### src/rtl/instr_loader.sv
// instr_loader: framed byte stream to CPU instruction-write port with checksum and run gating
// Ports:
//   clk_i, rst_ni            clock, asynchronous active-low reset
//   byte_valid_i, byte_i     incoming stream byte (valid/ready)
//   byte_ready_o             always ready outside reset
//   wr_instr_en_o/wr_instr_o single-cycle instruction write strobe and word
//   word_cnt_o               words written in the current or last frame
//   load_done_o, load_err_o  sticky status of the last frame
//   cpu_run_o                CPU release, equal to load_done_o
module instr_loader #(
    parameter logic [7:0] SYNC_BYTE      = 8'hA5,
    parameter int         MAX_WORDS      = 1024,
    parameter int         TIMEOUT_CYCLES = 100000
) (
    input  logic        clk_i,
    input  logic        rst_ni,
    input  logic        byte_valid_i,
    input  logic [7:0]  byte_i,
    output logic        byte_ready_o,
    output logic        wr_instr_en_o,
    output logic [31:0] wr_instr_o,
    output logic [15:0] word_cnt_o,
    output logic        load_done_o,
    output logic        load_err_o,
    output logic        cpu_run_o
);
    localparam int TW = $clog2(TIMEOUT_CYCLES + 1);
    localparam logic [15:0] MAXW = 16'(MAX_WORDS);
    localparam logic [TW-1:0] TO_LAST = TW'(TIMEOUT_CYCLES - 1);

    typedef enum logic [2:0] {IDLE, LEN0, LEN1, DATA, CSUM} state_t;

    state_t        r_state, w_next;
    logic [15:0]   r_len, r_cnt;
    logic [1:0]    r_idx;
    logic [31:0]   r_asm, r_wr;
    logic [7:0]    r_csum;
    logic [TW-1:0] r_to;
    logic          r_wr_en, r_done, r_err;
    logic [15:0]   w_len;
    logic          w_timeout, w_last;

    assign w_len     = {byte_i, r_len[7:0]};
    // counter reaches TIMEOUT_CYCLES on the edge of this idle cycle
    assign w_timeout = (r_state != IDLE) && !byte_valid_i && (r_to == TO_LAST);
    assign w_last    = (r_idx == 2'd3) && (r_cnt + 16'd1 == r_len);

    always_ff @(posedge clk_i or negedge rst_ni) begin
        if (!rst_ni) r_state <= IDLE;
        else         r_state <= w_next;
    end

    always_comb begin
        w_next = r_state;
        if (w_timeout) w_next = IDLE;
        else if (byte_valid_i)
            case (r_state)
                IDLE:    w_next = (byte_i == SYNC_BYTE) ? LEN0 : IDLE;
                LEN0:    w_next = LEN1;
                LEN1:    w_next = (w_len > MAXW) ? IDLE : (w_len == 16'd0) ? CSUM : DATA;
                DATA:    w_next = w_last ? CSUM : DATA;
                default: w_next = IDLE;
            endcase
    end

    always_ff @(posedge clk_i or negedge rst_ni) begin
        if (!rst_ni) begin
            r_len   <= '0;
            r_cnt   <= '0;
            r_idx   <= '0;
            r_asm   <= '0;
            r_wr    <= '0;
            r_csum  <= '0;
            r_to    <= '0;
            r_wr_en <= 1'b0;
            r_done  <= 1'b0;
            r_err   <= 1'b0;
        end else begin
            r_wr_en <= 1'b0;
            r_to    <= (r_state == IDLE || byte_valid_i) ? '0 : r_to + 1'b1;
            if (w_timeout) r_err <= 1'b1;
            if (byte_valid_i)
                case (r_state)
                    IDLE: if (byte_i == SYNC_BYTE) begin
                        r_cnt  <= '0;
                        r_idx  <= '0;
                        r_csum <= '0;
                        r_done <= 1'b0;
                        r_err  <= 1'b0;
                    end
                    LEN0: r_len[7:0] <= byte_i;
                    LEN1: begin
                        r_len <= w_len;
                        if (w_len > MAXW) r_err <= 1'b1;
                    end
                    DATA: begin
                        r_asm[{r_idx, 3'b000} +: 8] <= byte_i;
                        r_csum <= r_csum ^ byte_i;
                        r_idx  <= r_idx + 2'd1;
                        if (r_idx == 2'd3) begin
                            r_wr_en <= 1'b1;
                            r_wr    <= {byte_i, r_asm[23:0]};
                            r_cnt   <= r_cnt + 16'd1;
                        end
                    end
                    CSUM: begin
                        r_done <= (byte_i == r_csum);
                        r_err  <= (byte_i != r_csum);
                    end
                    default: ;
                endcase
        end
    end

    assign byte_ready_o  = rst_ni;
    assign wr_instr_en_o = r_wr_en;
    assign wr_instr_o    = r_wr;
    assign word_cnt_o    = r_cnt;
    assign load_done_o   = r_done;
    assign load_err_o    = r_err;
    assign cpu_run_o     = r_done;
endmodule

### config.mk
export PLATFORM = sky130hd
export DESIGN_NAME = instr_loader
export DESIGN_NICKNAME = d
export VERILOG_FILES = /design/src/rtl/instr_loader.sv
export SDC_FILE = /design/constraint.sdc
export NUM_CORES = 1
export LEC_CHECK = 0
export CORE_ASPECT_RATIO = 0.6
export CORE_MARGIN = 2
export CORE_UTILIZATION = 51
export DETAILED_ROUTE_END_ITERATION = 16
export PLACE_DENSITY = 0.82
export SYNTH_ARGS = -nofsm -noshare
export SYNTH_HDL_FRONTEND = slang
export SYNTH_SLANG_ARGS = --single-unit
### constraint.sdc
create_clock -name clk_i -period 2.15 [get_ports clk_i]
set_input_delay 0.43 -clock clk_i [delete_from_list [all_inputs] [get_ports clk_i]]
set_output_delay 0.43 -clock clk_i [all_outputs]
set_load 0.02 [all_outputs]
==> results of run 1 <==
==> state kept, by name, indices dropped and copies added, names as in the netlist <==
register       cells
wr_instr_en_o      1
r_state            3
wr_instr_o        32
cpu_run_o          1
word_cnt_o        16
r_csum             8
r_idx              2
r_asm             24
load_err_o         1
r_len             16
r_to              17
==> stage by stage <==
| stage | instance area [µm²] | TNS (ns) | std cells | util |
|---|---|---|---|---|
| floorplan | 5950 | 0 | 630 | - |
| global placement | 7060 | -7.00 | 875 | 0.623 |
| detailed placement | 7060 | -8.80 | 875 | 0.623 |
| CTS | 7770 | -0.0633 | 907 | 0.686 |
| global route | 7860 | -0.399 | 910 | 0.693 |
| finish | 7860 | -0.123 | 910 | 0.693 |
==> worst max path at each step <==
stage | cells past startpoint | to | start | slack, ns
after global placement | 7 | word_cnt_o[10] | byte_i[6] | -0.32
after CTS | 8 | r_state[1] | word_cnt_o[0] | -0.03
final | 7 | r_state[2] | word_cnt_o[0] | -0.04
after floorplan | 8 | r_state[0] | word_cnt_o[0] | 0.00008
after global routing | 7 | r_state[2] | word_cnt_o[0] | -0.10
after detailed placement | 7 | word_cnt_o[6] | byte_i[6] | -0.38
==> worst max-delay path: cells and delay by family, from the launching register on <==
| family | cells | cell delay [ns] |
|---|---|---|
| AOI/OAI and AO/OA | 4 | 1.09 |
| buffers and inverters | 2 | 0.37 |
| DFF | 1 | 0.38 |
| and+or+nand+nor | 1 | 0.25 |
==> repair_timing <==
action	CTS	global route
setup endpoints to repair	3	21
gates cloned	0	1
hold buffers	0	0
gates resized for setup	11	12
buffers inserted	0	2
pin swaps	6	4
==> power by group through the flow <==
stage	logic [mW]	registers [mW]	clock network (mW)
2_1_floorplan	0.153	2.39	0
6_report	0.335	2.36	3.09
3_5_place_dp	0.299	2.40	0
3_3_place_gp	0.286	2.40	0
5_1_grt	0.360	2.36	3.23
4_1_cts	0.319	2.36	3.12
==> cell type report <==
| class | instances | area (µm²) |
|---|---|---|
| clock buffers | 17 | 425 |
| clock inverters | 15 | 214 |
| fillers | 812 | 3480 |
| inverters | 9 | 33.8 |
| multi-input cells | 466 | 2850 |
| flip-flops and latches | 121 | 3030 |
| well taps | 160 | 200 |
| repair buffers | 122 | 1100 |
==> kinds of logic after synthesis <==
group / count (synthesis) / synth area share
buffers and inverters: 44 / 0.0347
AO/OA/AOI/OAI: 114 / 0.116
adder cells (fa/ha/maj): 7 / 0.0147
flip-flops: 121 / 0.510
multiplexers: 23 / 0.0436
XOR/XNOR: 41 / 0.0604
AND/OR/NAND/NOR: 280 / 0.221
==> metal layers <==
layer	global-route usage	part of all wire
met1	0.372	0.43
met2	0.414	0.45
met3	0.0973	0.10
met4	0.0731	0.013
met5	0	0
==> placed cells by master, fill, tap and decap left out, types with 6 or more instances in the layout <==
cell type	Yosys	layout
buf_4	3	57
ha_1	7	6
nand2_1	157	155
nor2_1	45	45
xnor2_1	23	22
nand3_1	19	19
dfrtp_1	121	118
a21oi_1	11	11
inv_1	9	9
and3_1	9	9
o21ai_0	67	66
clkbuf_16	0	17
mux2_2	23	23
clkdlybuf4s50_1	0	62
xor2_1	18	18
==> impl_metrics.toml, run 1 <==
[floorplan]
initial_utilization = 0.524
die_x_um = 143
io_pins = 64
die_h_um = 87.6
core.rowCount = 30
core_mm2 = 0.0113
die_area_mm2 = 0.0126

[sta]
setup_viol = 3
fin_crit_ns = 2.19
slew_headroom = 0.563
hold_viol = 0
drv_slew = 0
tightestPinTransition_ns = 0.656
fin_skew_ns = 0.0116
fin_crit_sh = 1.02
grt_setup_unrepaired = "yes"
setup_ws_ns = -0.0430
fmax_mhz = 456
holdWs_ns = 0.173

[synthesis]
synth_top_cell_by_area = "dfrtp_1"
synth_flop_cell = "dfrtp_1"
synth_most_common_cell = "nand2_1"
yosysSeqAreaShare = 0.510
synthArstFlopShare = 1.00
syn_area_mm2 = 0.00594
netlist_instances = 630
avgSynthCellArea_um2 = 9.43
ys_top_cells_by_area = "dfrtp_1 (51%), nand2_1 (9.9%), o21ai_0 (5.6%)"
synth_seq_cells = 121
synth_top_area_share = 0.510
synth_edf_count = 0
ys_types = 58
synth_fp_nets = 648
synth_common_cells = "nand2_1 (157), dfrtp_1 (121), o21ai_0 (67)"
yosysWarnings = 0

[job]
cap_viol_max_count = 0

[drt]
drt-total-wl_mm = 16.6
vias = 5244
via_per_inst = 5.76
drtPass1Iterations = 5
ant_nets = 0
drtIter0Drc = 415
remaining_drc_errors = 0
wire_per_inst_um = 18.3

[clock_network]
cts.path.max_buffers = 2
clock_sinks = 121
worstSkewPairLatency_ns = 0.42
cts_tree = "yes"
clk_pin_slew_ns = 0.06
cts_buffers = 17
cts_root_buf = "clkbuf_16"
h-tree-depth = 4

[power_and_ir_drop]
comb_power_share = 0.058
total_power_mw = 5.79
swShare = 0.236
switchingPower_mw = 1.36
power_density_mw_per_mm2 = 737
sequentialPowerShare = 0.409
power.share.clock = 0.534
internal_power_mw = 4.42
leakage_nw = 3.54
peakVddDrop_uv = 573

[global_route]
grt_use_total = 0.271
grt_max_degree = 122
grt_pass1_wl_mm = 26.1
antenna_found_initial = 0
overflow = 0
grt_pass1_vias = 5036

[finish]
area_growth_pct = 32.2
nets = 755
antenna-diode-count = 0
drive_gt1_frac = 0.195

[worst_setup_path]
worstPathArrival_ns = 2.50
cp_slowest_stage_delay_ns = 0.43
path_cells = "buf_4, and4_4, a32oi_1, a2111oi_2, o211ai_1, buf_4, o41ai_4"
crit_path_end_kind = "flip-flop"
cp_data_required_time_ns = 2.46
critPathLaunchType = "flip-flop"
r2r-start = "word_cnt_o[0]"
reg2reg_depth = 7
cp_max_fo = 7
timing.rr.end = "r_state[2]"
critPathKind = "flip-flop to flip-flop"
crit_top_cell = "buf_4"
r2r_setup_slack_ns = -0.04
critical-path-slowest-cell = "a2111oi_2"

[worst_hold_path]
hold_path_class = "primary input to asynchronous set/reset pin"

[run_status]
violations = "negative setup slack"
status = "complete, but fails checks"

[place]
place_hpwl_mm = 10.6
io_buffers = 63
gp_congestion = 0.944
dp_slack_ns = -0.377
(Power assumes the default switching activity.)
==> run 2: changes to the inputs <==
--- a/config.mk
+++ b/config.mk
@@ -5,6 +5,7 @@
 export SDC_FILE = /design/constraint.sdc
 export NUM_CORES = 1
 export LEC_CHECK = 0
+export CAP_MARGIN = 20
 export CORE_ASPECT_RATIO = 0.6
 export CORE_MARGIN = 2
 export CORE_UTILIZATION = 51
==> results of run 2 <==
Same layout as run 1: the final DEF is identical, and so are final timing and power.
